--- config.mk ---
export PLATFORM = sky130hd
export DESIGN_NAME = decode_stage_flat
export DESIGN_NICKNAME = d
export VERILOG_FILES = /design/src/rtl/cpu_pkg.sv /design/src/rtl/decode_stage_if.sv /design/src/rtl/decode_stage_reg_file_2r1w.sv /design/src/rtl/decode_stage.sv /design/src/flat_wrapper.sv
export SDC_FILE = /design/constraint.sdc
export NUM_CORES = 1
export LEC_CHECK = 0
export CORE_ASPECT_RATIO = 1.2
export CORE_MARGIN = 10
export CORE_UTILIZATION = 25
export CTS_CLUSTER_SIZE = 40
export DETAILED_ROUTE_END_ITERATION = 8
export GPL_TIMING_DRIVEN = 0
export PLACE_DENSITY = 0.46
export SLEW_MARGIN = 20
export SYNTH_ARGS = -nofsm -noshare
export SYNTH_HDL_FRONTEND = slang
export SYNTH_HIERARCHICAL = 1
export SYNTH_SLANG_ARGS = --single-unit
--- constraint.sdc ---
create_clock -name clk -period 3.4 [get_ports clk]
set_input_delay 0.68 -clock clk [delete_from_list [all_inputs] [get_ports clk]]
set_output_delay 0.68 -clock clk [all_outputs]
set_load 0.02 [all_outputs]
--- src/rtl/cpu_pkg.sv ---
// cpu_pkg: shared widths, opcode/decoded-code constants and instruction field positions
package cpu_pkg;
  localparam int DATA_W   = 8;
  localparam int NUM_REGS = 8;
  localparam int REG_AW   = $clog2(NUM_REGS);
  localparam int INSTR_W  = 16;
  localparam int OP_W     = 4;
  localparam int OP_LSB   = 12;
  localparam int RD_LSB   = 9;
  localparam int RS1_LSB  = 6;
  localparam int RS2_LSB  = 3;
  localparam logic [OP_W-1:0] OP_NOP = 4'h0;
  localparam logic [OP_W-1:0] OP_ADD = 4'h1;
  localparam logic [OP_W-1:0] OP_SUB = 4'h2;
  localparam logic [OP_W-1:0] OP_AND = 4'h3;
  localparam logic [OP_W-1:0] OP_OR  = 4'h4;
  localparam logic [7:0] EX_NOP = 8'h00;
  localparam logic [7:0] EX_ADD = 8'h01;
  localparam logic [7:0] EX_SUB = 8'h02;
  localparam logic [7:0] EX_AND = 8'h03;
  localparam logic [7:0] EX_OR  = 8'h04;
  function automatic logic op_legal(input logic [OP_W-1:0] op);
    return op <= OP_OR;
  endfunction
  function automatic logic [7:0] op_decode(input logic [OP_W-1:0] op);
    return op == OP_ADD ? EX_ADD :
           op == OP_SUB ? EX_SUB :
           op == OP_AND ? EX_AND :
           op == OP_OR  ? EX_OR  : EX_NOP;
  endfunction
endpackage

--- src/rtl/decode_stage_if.sv ---
// decode_stage_if: Fetch handshake, writeback port and Execute-facing decoded fields
interface decode_stage_if;
  import cpu_pkg::*;
  logic                 in_valid;
  logic [INSTR_W-1:0]   in_instr;
  logic                 in_ready;
  logic                 wb_en;
  logic [REG_AW-1:0]    wb_addr;
  logic [DATA_W-1:0]    wb_data;
  logic                 out_valid;
  logic [7:0]           decoded_instruction;
  logic [DATA_W-1:0]    read_data1;
  logic [DATA_W-1:0]    read_data2;
  logic [REG_AW-1:0]    dest_addr;
  logic                 illegal;
  modport master (
    output in_valid, in_instr, wb_en, wb_addr, wb_data,
    input  in_ready, out_valid, decoded_instruction, read_data1, read_data2, dest_addr, illegal
  );
  modport slave (
    input  in_valid, in_instr, wb_en, wb_addr, wb_data,
    output in_ready, out_valid, decoded_instruction, read_data1, read_data2, dest_addr, illegal
  );
endinterface

--- src/rtl/decode_stage_reg_file_2r1w.sv ---
// reg_file_2r1w: 2-read/1-write register file, write-first reads, r0 hardwired to zero
module reg_file_2r1w
  import cpu_pkg::*;
(
  input  logic              clk,
  input  logic              reset,
  input  logic              we,
  input  logic [REG_AW-1:0] waddr,
  input  logic [DATA_W-1:0] wdata,
  input  logic [REG_AW-1:0] raddr1,
  input  logic [REG_AW-1:0] raddr2,
  output logic [DATA_W-1:0] rdata1,
  output logic [DATA_W-1:0] rdata2
);
  logic [DATA_W-1:0] regs [NUM_REGS];
  always_ff @(posedge clk) begin
    if (reset) begin
      for (int i = 0; i < NUM_REGS; i++) regs[i] <= '0;
    end else if (we && waddr != '0) begin
      regs[waddr] <= wdata;
    end
  end
  assign rdata1 = raddr1 == '0 ? '0 : (we && waddr == raddr1) ? wdata : regs[raddr1];
  assign rdata2 = raddr2 == '0 ? '0 : (we && waddr == raddr2) ? wdata : regs[raddr2];
endmodule

--- src/rtl/decode_stage.sv ---
// decode_stage: decode/operand fetch with pending-write scoreboard and registered Execute outputs
module decode_stage
  import cpu_pkg::*;
(
  input  logic         clk,
  input  logic         reset,
  decode_stage_if.slave bus
);
  logic [OP_W-1:0]     op;
  logic [REG_AW-1:0]   rd, rs1, rs2;
  logic [NUM_REGS-1:0] pending, live, set_mask, clr_mask;
  logic                hazard, accept;
  logic [DATA_W-1:0]   rdata1, rdata2;
  logic                unused_rsvd;
  assign op  = bus.in_instr[OP_LSB +: OP_W];
  assign rd  = bus.in_instr[RD_LSB +: REG_AW];
  assign rs1 = bus.in_instr[RS1_LSB +: REG_AW];
  assign rs2 = bus.in_instr[RS2_LSB +: REG_AW];
  assign unused_rsvd = ^bus.in_instr[RS2_LSB-1:0];
  // a writeback landing this cycle already resolves its register
  assign clr_mask = bus.wb_en ? NUM_REGS'(1) << bus.wb_addr : '0;
  assign live     = pending & ~clr_mask;
  assign hazard   = live[rs1] | live[rs2] | live[rd];
  assign bus.in_ready = ~hazard;
  assign accept   = bus.in_valid & ~hazard;
  assign set_mask = (accept && op != OP_NOP && op_legal(op) && rd != '0) ? NUM_REGS'(1) << rd : '0;
  reg_file_2r1w u_rf (
    .clk    (clk),
    .reset  (reset),
    .we     (bus.wb_en),
    .waddr  (bus.wb_addr),
    .wdata  (bus.wb_data),
    .raddr1 (rs1),
    .raddr2 (rs2),
    .rdata1 (rdata1),
    .rdata2 (rdata2)
  );
  always_ff @(posedge clk) begin
    if (reset) begin
      pending                 <= '0;
      bus.out_valid           <= 1'b0;
      bus.decoded_instruction <= EX_NOP;
      bus.illegal             <= 1'b0;
      bus.read_data1          <= '0;
      bus.read_data2          <= '0;
      bus.dest_addr           <= '0;
    end else begin
      pending                 <= live | set_mask;
      bus.out_valid           <= accept;
      bus.decoded_instruction <= accept ? op_decode(op) : EX_NOP;
      bus.illegal             <= accept & ~op_legal(op);
      if (accept) begin
        bus.read_data1 <= rdata1;
        bus.read_data2 <= rdata2;
        bus.dest_addr  <= rd;
      end
    end
  end
endmodule

--- src/flat_wrapper.sv ---
// flat-port wrapper written by rule: the top's interface ports become plain ports
module decode_stage_flat import cpu_pkg::*;
  (clk, reset, bus_in_valid, bus_in_instr, bus_wb_en, bus_wb_addr, bus_wb_data, bus_in_ready, bus_out_valid, bus_decoded_instruction, bus_read_data1, bus_read_data2, bus_dest_addr, bus_illegal);
  decode_stage_if bus_i ();
  input  logic clk;
  input  logic reset;
  input wire logic [$bits(bus_i.in_valid)-1:0] bus_in_valid;
  input wire logic [$bits(bus_i.in_instr)-1:0] bus_in_instr;
  input wire logic [$bits(bus_i.wb_en)-1:0] bus_wb_en;
  input wire logic [$bits(bus_i.wb_addr)-1:0] bus_wb_addr;
  input wire logic [$bits(bus_i.wb_data)-1:0] bus_wb_data;
  output wire logic [$bits(bus_i.in_ready)-1:0] bus_in_ready;
  output wire logic [$bits(bus_i.out_valid)-1:0] bus_out_valid;
  output wire logic [$bits(bus_i.decoded_instruction)-1:0] bus_decoded_instruction;
  output wire logic [$bits(bus_i.read_data1)-1:0] bus_read_data1;
  output wire logic [$bits(bus_i.read_data2)-1:0] bus_read_data2;
  output wire logic [$bits(bus_i.dest_addr)-1:0] bus_dest_addr;
  output wire logic [$bits(bus_i.illegal)-1:0] bus_illegal;
  assign bus_i.in_valid = bus_in_valid;
  assign bus_i.in_instr = bus_in_instr;
  assign bus_i.wb_en = bus_wb_en;
  assign bus_i.wb_addr = bus_wb_addr;
  assign bus_i.wb_data = bus_wb_data;
  assign bus_in_ready = bus_i.in_ready;
  assign bus_out_valid = bus_i.out_valid;
  assign bus_decoded_instruction = bus_i.decoded_instruction;
  assign bus_read_data1 = bus_i.read_data1;
  assign bus_read_data2 = bus_i.read_data2;
  assign bus_dest_addr = bus_i.dest_addr;
  assign bus_illegal = bus_i.illegal;
  decode_stage u_core (.clk(clk), .reset(reset), .bus(bus_i));
endmodule
==> results of run 1 <==
-- worst min-delay path, delay by kind of cell, from the launching register on --
family / cells / cell delay (ps)
flip-flops: 1 / 330
AND/OR/NAND/NOR: 2 / 90
-- stage by stage --
stage | cells | total power, mW | setup WS [ps] | util (%) | hold WS [ps]
final | 776 | 2.90 | 182 | 31.0 | 462
after global routing | 776 | 3.03 | 44.6 | 31.0 | 487
after CTS | 776 | 2.93 | 34.6 | 31.0 | 457
after detailed placement | 760 | 1.88 | -756 | 29.5 | 437
after global placement | 760 | 1.87 | -703 | 29.5 | 447
after floorplan | 435 | 1.67 | 769 | - | 422
-- layer usage --
metal	share of wire, %	global-route usage, %	up-vias
li1	-	-	1750
met1	42	11.8	1824
met2	51	18.9	84
met3	4.4	2.68	21
met4	2.5	3.86	0
met5	0	0	-
-- final cells by class --
class                   instances  area, um^2
fillers                      2198       15000
clock inverters                 7        88.8
repair buffers                 51         508
inverters                       3        11.3
flip-flops and latches         96        2560
well taps                     274         343
multi-input cells             308        2730
clock buffers                   9         225
plain buffers                  28         259
-- cell usage in the layout (no fill, tap or decap), types with 16 or more instances in the layout --
cell type,n
and2_1,56
dfxtp_1,32
mux2i_1,35
mux4_2,19
nand2b_1,40
edfxtp_1,64
a211oi_1,16
nor2_1,22
clkdlybuf4s50_1,46
mux4_1,16
-- timing repair --
item,in CTS,in global routing
resized for setup,13,1
hold endpoints to repair,0,0
buffers inserted,0,0
endpoints found under the setup margin,1,1
hold buffers,0,0
-- final timing paths --
path                startpoint                                end  slack (ps)  cells past startpoint
min reg2reg  u_core/pending[0]                  u_core/pending[0]         460                      2
max reg2reg  u_core/pending[6]  u_core/bus.decoded_instruction[0]        1370                      7
max           bus_in_instr[10]                       bus_in_ready         180                      7
min          u_core/pending[0]                  u_core/pending[0]         460                      2
-- power groups by stage --
stage / logic, mW / clock network, mW / registers, mW
finish: 0.487 / 1.05 / 1.36
global route: 0.524 / 1.14 / 1.37
CTS: 0.493 / 1.08 / 1.36
detailed placement: 0.494 / 0 / 1.38
global placement: 0.490 / 0 / 1.38
floorplan: 0.272 / 0 / 1.40
-- cells by family (layout without fill, tap and decap cells) --
group | Yosys count | in the layout | share of synthesized area [%]
AND/OR/NAND/NOR | 182 | 182 | 20.6
AO/OA/AOI/OAI | 37 | 37 | 5.13
multiplexers | 70 | 70 | 21.8
XOR/XNOR | 6 | 6 | 0.954
flip-flops | 96 | 96 | 46.5
buffers and inverters | 31 | 98 | 4.90
other | 2 | 13 | 0.136
-- flip-flops by register name, summed over array words and instances, names as in the netlist --
name and flops:
u_core/pending 8, u_core/bus.dest_addr 3, u_core/bus.read_data2 8, u_core/bus.read_data1 8, u_core/bus.out_valid 1, u_core/u_rf/regs 64
u_core/bus.illegal 1, u_core/bus.decoded_instruction 3
==> impl_metrics.tcl, run 1 <==
set metrics [dict create \
    clockBufferDepth 2 \
    syn_area_um2 5510 \
    rows 59 \
    ir_worst_vdd_v 0.000249 \
    max_clock_freq_mhz 311 \
    cpMaxStageDelayCell "clkdlybuf4s50_1" \
    synth_cell_types 43 \
    placed_cell_area_um2 6410 \
    synth.area.top_cells "edfxtp_1 (35%), dfxtp_1 (12%), mux4_2 (7.8%)" \
    grt_pass1_wl_um 23000 \
    intPower_mw 2.09 \
    worstPathArrival_ps 2540 \
    drt_iter0_markers 175 \
    drive_gt1_share_pct 15.7 \
    ys_ff_latch 96 \
    clkPwrFrac_pct 36.3 \
    critPathMaxFanout 10 \
    num_io_pins 61 \
    cts_buffers 9 \
    clockRootBuffer "clkbuf_16" \
    area_delta_synth_final_pct 22.1 \
    clk_pin_slew_ps 80 \
    drv_cap 0 \
    crit_chain "clkdlybuf4s50_1, buf_2, a32oi_1, mux4_2, nand3_4, inv_1, clkbuf_2" \
    crit_required_ps 2720 \
    ys_seq_area_share_pct 46.5 \
    htreeDepth 3 \
    hold_viol 0 \
    syn_inst 424 \
    synth_most_common_cell "edfxtp_1" \
    finClkSkew_ps 12.9 \
    core_area_um2 21700 \
    cts.sinks 96 \
    die_area_um2 28400 \
    viasPerCell 4.74 \
    avgSynthCellArea_um2 13.0 \
    drc 0 \
    gp_congestion 0.791 \
    start_util_pct 25.4 \
    p_per_area_nw_per_um2 430 \
    wl_per_cell_um 19.4 \
    p_comb_share_pct 16.8 \
    setup_viol 0 \
    critPathLaunchType "input pin" \
    relSlewSlack_pct 45.7 \
    antenna_found_initial 0 \
    grt_use_total_pct 10.6 \
    switching_share_pct 27.9 \
    fin_area_um2 6730 \
    ys_async_sr_fraction_pct 0 \
    grt_max_degree 22 \
    synthTopCellsByCount "edfxtp_1 (64), and2_1 (56), nand2b_1 (40)" \
    cts_tree "yes" \
    vias 3679 \
    fin_nets 528 \
    crit_path_end_kind "output port" \
    path_buf_inv 4 \
    chipHeight_um 183 \
    rsz0062_at_grt "no" \
    overflow 0 \
    clk_latency_ps 360 \
    seqPwrFrac_pct 46.8 \
    fin_setup_tns_ps 0 \
    grt_pass1_vias 3890 \
    period_share_pct 94.7 \
    switching_power_uw 808 \
    yosysWarnings 6 \
    p_leak_nw 2.39 \
    synth_top_cell_area_share_pct 34.9 \
    synth_edf_count 64 \
    ys.flop_type "edfxtp_1" \
    cp_top_family "buffers and inverters" \
    port_buffers 51 \
    synth.largest_area_cell "edfxtp_1" \
    status "finished clean" \
    fin_crit_ps 3220 \
    drt_pre_antenna_iters 4 \
    hp-class "flop to flop" \
    tightest_slew_ps 808 \
    chipWidth_um 156 \
    slew_violations 0 \
    n_antenna_cell 0 \
    critPathMaxStageDelay_ps 600 \
    dp_hpwl_um 11100 \
    antenna_left 0 \
    drt-total-wl_um 15100 \
    critPathKind "input pin to output port" \
]
(Power assumes the default switching activity.)
==> run 2: changes to the inputs <==
--- a/config.mk
+++ b/config.mk
@@ -6,7 +6,7 @@
 export NUM_CORES = 1
 export LEC_CHECK = 0
 export CORE_ASPECT_RATIO = 1.2
-export CORE_MARGIN = 10
+export CORE_MARGIN = 2
 export CORE_UTILIZATION = 25
 export CTS_CLUSTER_SIZE = 40
 export DETAILED_ROUTE_END_ITERATION = 8
==> run 2 against run 1 <==
  * Cell area shrank 0.32%
  * Critical path depth is the same
  * Clock skew grew 2.7 ps
  * Register-to-register slack gained 90 ps
  * Sequential share of layout area grew 0.12 points
  * Total power shrank 0.66%
  * Die area shrank 18%
  * Wire length shrank 2.0%
  * Highest routed layer unchanged
==> impl_metrics.tcl, run 2 (synthesized netlist as in run 1, its figures left out) <==
set metrics [dict create \
    status "finished clean" \
    critPathMaxFanout 12 \
    max_clock_freq_mhz 305 \
    start_util_pct 25.5 \
    antenna_left 0 \
    chipWidth_um 140 \
    cts_tree "yes" \
    grt_max_degree 21 \
    die_area_um2 23200 \
    rsz0062_at_grt "no" \
    area_delta_synth_final_pct 21.7 \
    vias 3663 \
    finClkSkew_ps 15.6 \
    worstPathArrival_ps 2600 \
    setup_viol 0 \
    drt_iter0_markers 322 \
    post-cts-setup-buffers 0 \
    relSlewSlack_pct 42.2 \
    hold_viol 0 \
    rows 59 \
    grt_use_total_pct 12.9 \
    grt_pass1_wl_um 22900 \
    overflow 0 \
    critPathKind "input pin to output port" \
    fin_nets 528 \
    fin_crit_ps 3280 \
    dp.cells 760 \
    hp-class "flop to flop" \
    htreeDepth 3 \
    critPathLaunchType "input pin" \
    n_antenna_cell 0 \
    top_register "u_core/u_rf/regs" \
    drt-total-wl_um 14800 \
    crit_path_end_kind "output port" \
    viasPerCell 4.72 \
    ctsHoldBuffers 0 \
    clk_latency_ps 360 \
    port_buffers 51 \
    cp_top_family "buffers and inverters" \
    multi_input_area_um2 2730 \
    dp_hpwl_um 10600 \
    drv_cap 0 \
    critPathMaxStageDelay_ps 530 \
    slew_violations 0 \
    drc 0 \
    seqCellArea_um2 2560 \
    chipHeight_um 167 \
    fillers 2139 \
    cpMaxStageDelayCell "or4b_4" \
    clockBufferDepth 2 \
    p_leak_nw 2.39 \
    largest_register_ffs 64 \
    final_util_pct 31.0 \
    tightest_slew_ps 864 \
    wl_per_cell_um 19.1 \
    core_area_um2 21600 \
    cts_buffers 9 \
    final_common_cell "edfxtp_1" \
    gp_congestion 0.790 \
    drt_pre_antenna_iters 4 \
    clk_pin_slew_ps 70 \
    fin_cells 776 \
    fin_setup_tns_ps 0 \
    crit_required_ps 2720 \
    grt_pass1_vias 3885 \
    path_buf_inv 3 \
    drive_gt1_share_pct 15.7 \
    clockRootBuffer "clkbuf_16" \
    antenna_found_initial 0 \
    period_share_pct 96.4 \
    crit_chain "clkdlybuf4s15_2, or4b_4, a32oi_1, mux4_2, nand3_4, inv_1, dlygate4sd2_1" \
    num_io_pins 61 \
    cts.sinks 96 \
    p_per_area_nw_per_um2 429 \
    final_cell_mix "edfxtp_1 (64), and2_1 (56), clkdlybuf4s50_1 (45)" \
    ir_worst_vdd_v 0.000270 \
]
## run 2: changes by cell type in the layout (fill, tap and decap cells not counted), sizes merged
cell / previous run / this run
buf: 21 / 22
clkbuf: 17 / 18
clkdlybuf4s15: 3 / 1
clkdlybuf4s50: 46 / 45
clkinv: 3 / 1
clkinvlp: 0 / 1
dlymetal6s2s: 0 / 1
inv: 7 / 8
## run 2: final timing paths
| kind | end | slack, ps | start | cells past startpoint |
|---|---|---|---|---|
| worst max-delay path | bus_in_ready | 120 | bus_wb_en | 7 |
| worst min-delay path | u_core/pending[0] | 470 | u_core/pending[0] | 2 |
| worst min register to register | u_core/pending[0] | 470 | u_core/pending[0] | 2 |
| worst max register to register | u_core/bus.decoded_instruction[0] | 1460 | u_core/pending[2] | 7 |
## run 2: cell type report
class	count	share of cell area (%)
buffer	28	3.90
clock buffer	9	3.36
clock inverter	7	1.12
inverter	3	0.168
multi-input combinational	308	40.7
sequential	96	38.2
tap	274	5.11
timing repair buffer	51	7.42
## run 2: worst register-to-register path, stage by stage (launching register included)
cell and delay [ps]:
dfxtp_1 400, nor2b_1 160, a32oi_1 90, mux4_2 540, and4_1 210, buf_6 130
buf_12 140, and3_1 160
## run 2: through the flow
step / total power [mW] / area (um^2) / setup slack [ps] / hold WS (ps)
2_1_floorplan: 1.67 / 5550 / 769 / 422
3_3_place_gp: 1.86 / 6400 / -688 / 454
3_5_place_dp: 1.87 / 6410 / -740 / 454
4_1_cts: 2.92 / 6720 / 8.17 / 465
5_1_grt: 3.00 / 6710 / 25.0 / 491
6_report: 2.88 / 6710 / 121 / 465
## run 2: where the power goes
group,total (mW),switching [mW],leakage [nW],internal [mW]
clock,1.04,0.511,0.145,0.524
combinational,0.484,0.248,1.37,0.236
sequential,1.36,0.0373,0.877,1.32
## run 2: layer usage
layer  GRT usage [%]  vias to the layer above  routed length, um
li1                -                     1747                  -
met1            15.7                     1805               6350
met2            23.1                       96               7610
met3            2.42                       15                536
met4            4.30                        0                298
met5               0                        -                  0
## run 2: what timing repair did
item | 4_1_cts | 5_1_grt
gates cloned | 0 | 0
setup endpoints to repair | 1 | 1
gates resized for setup | 12 | 8
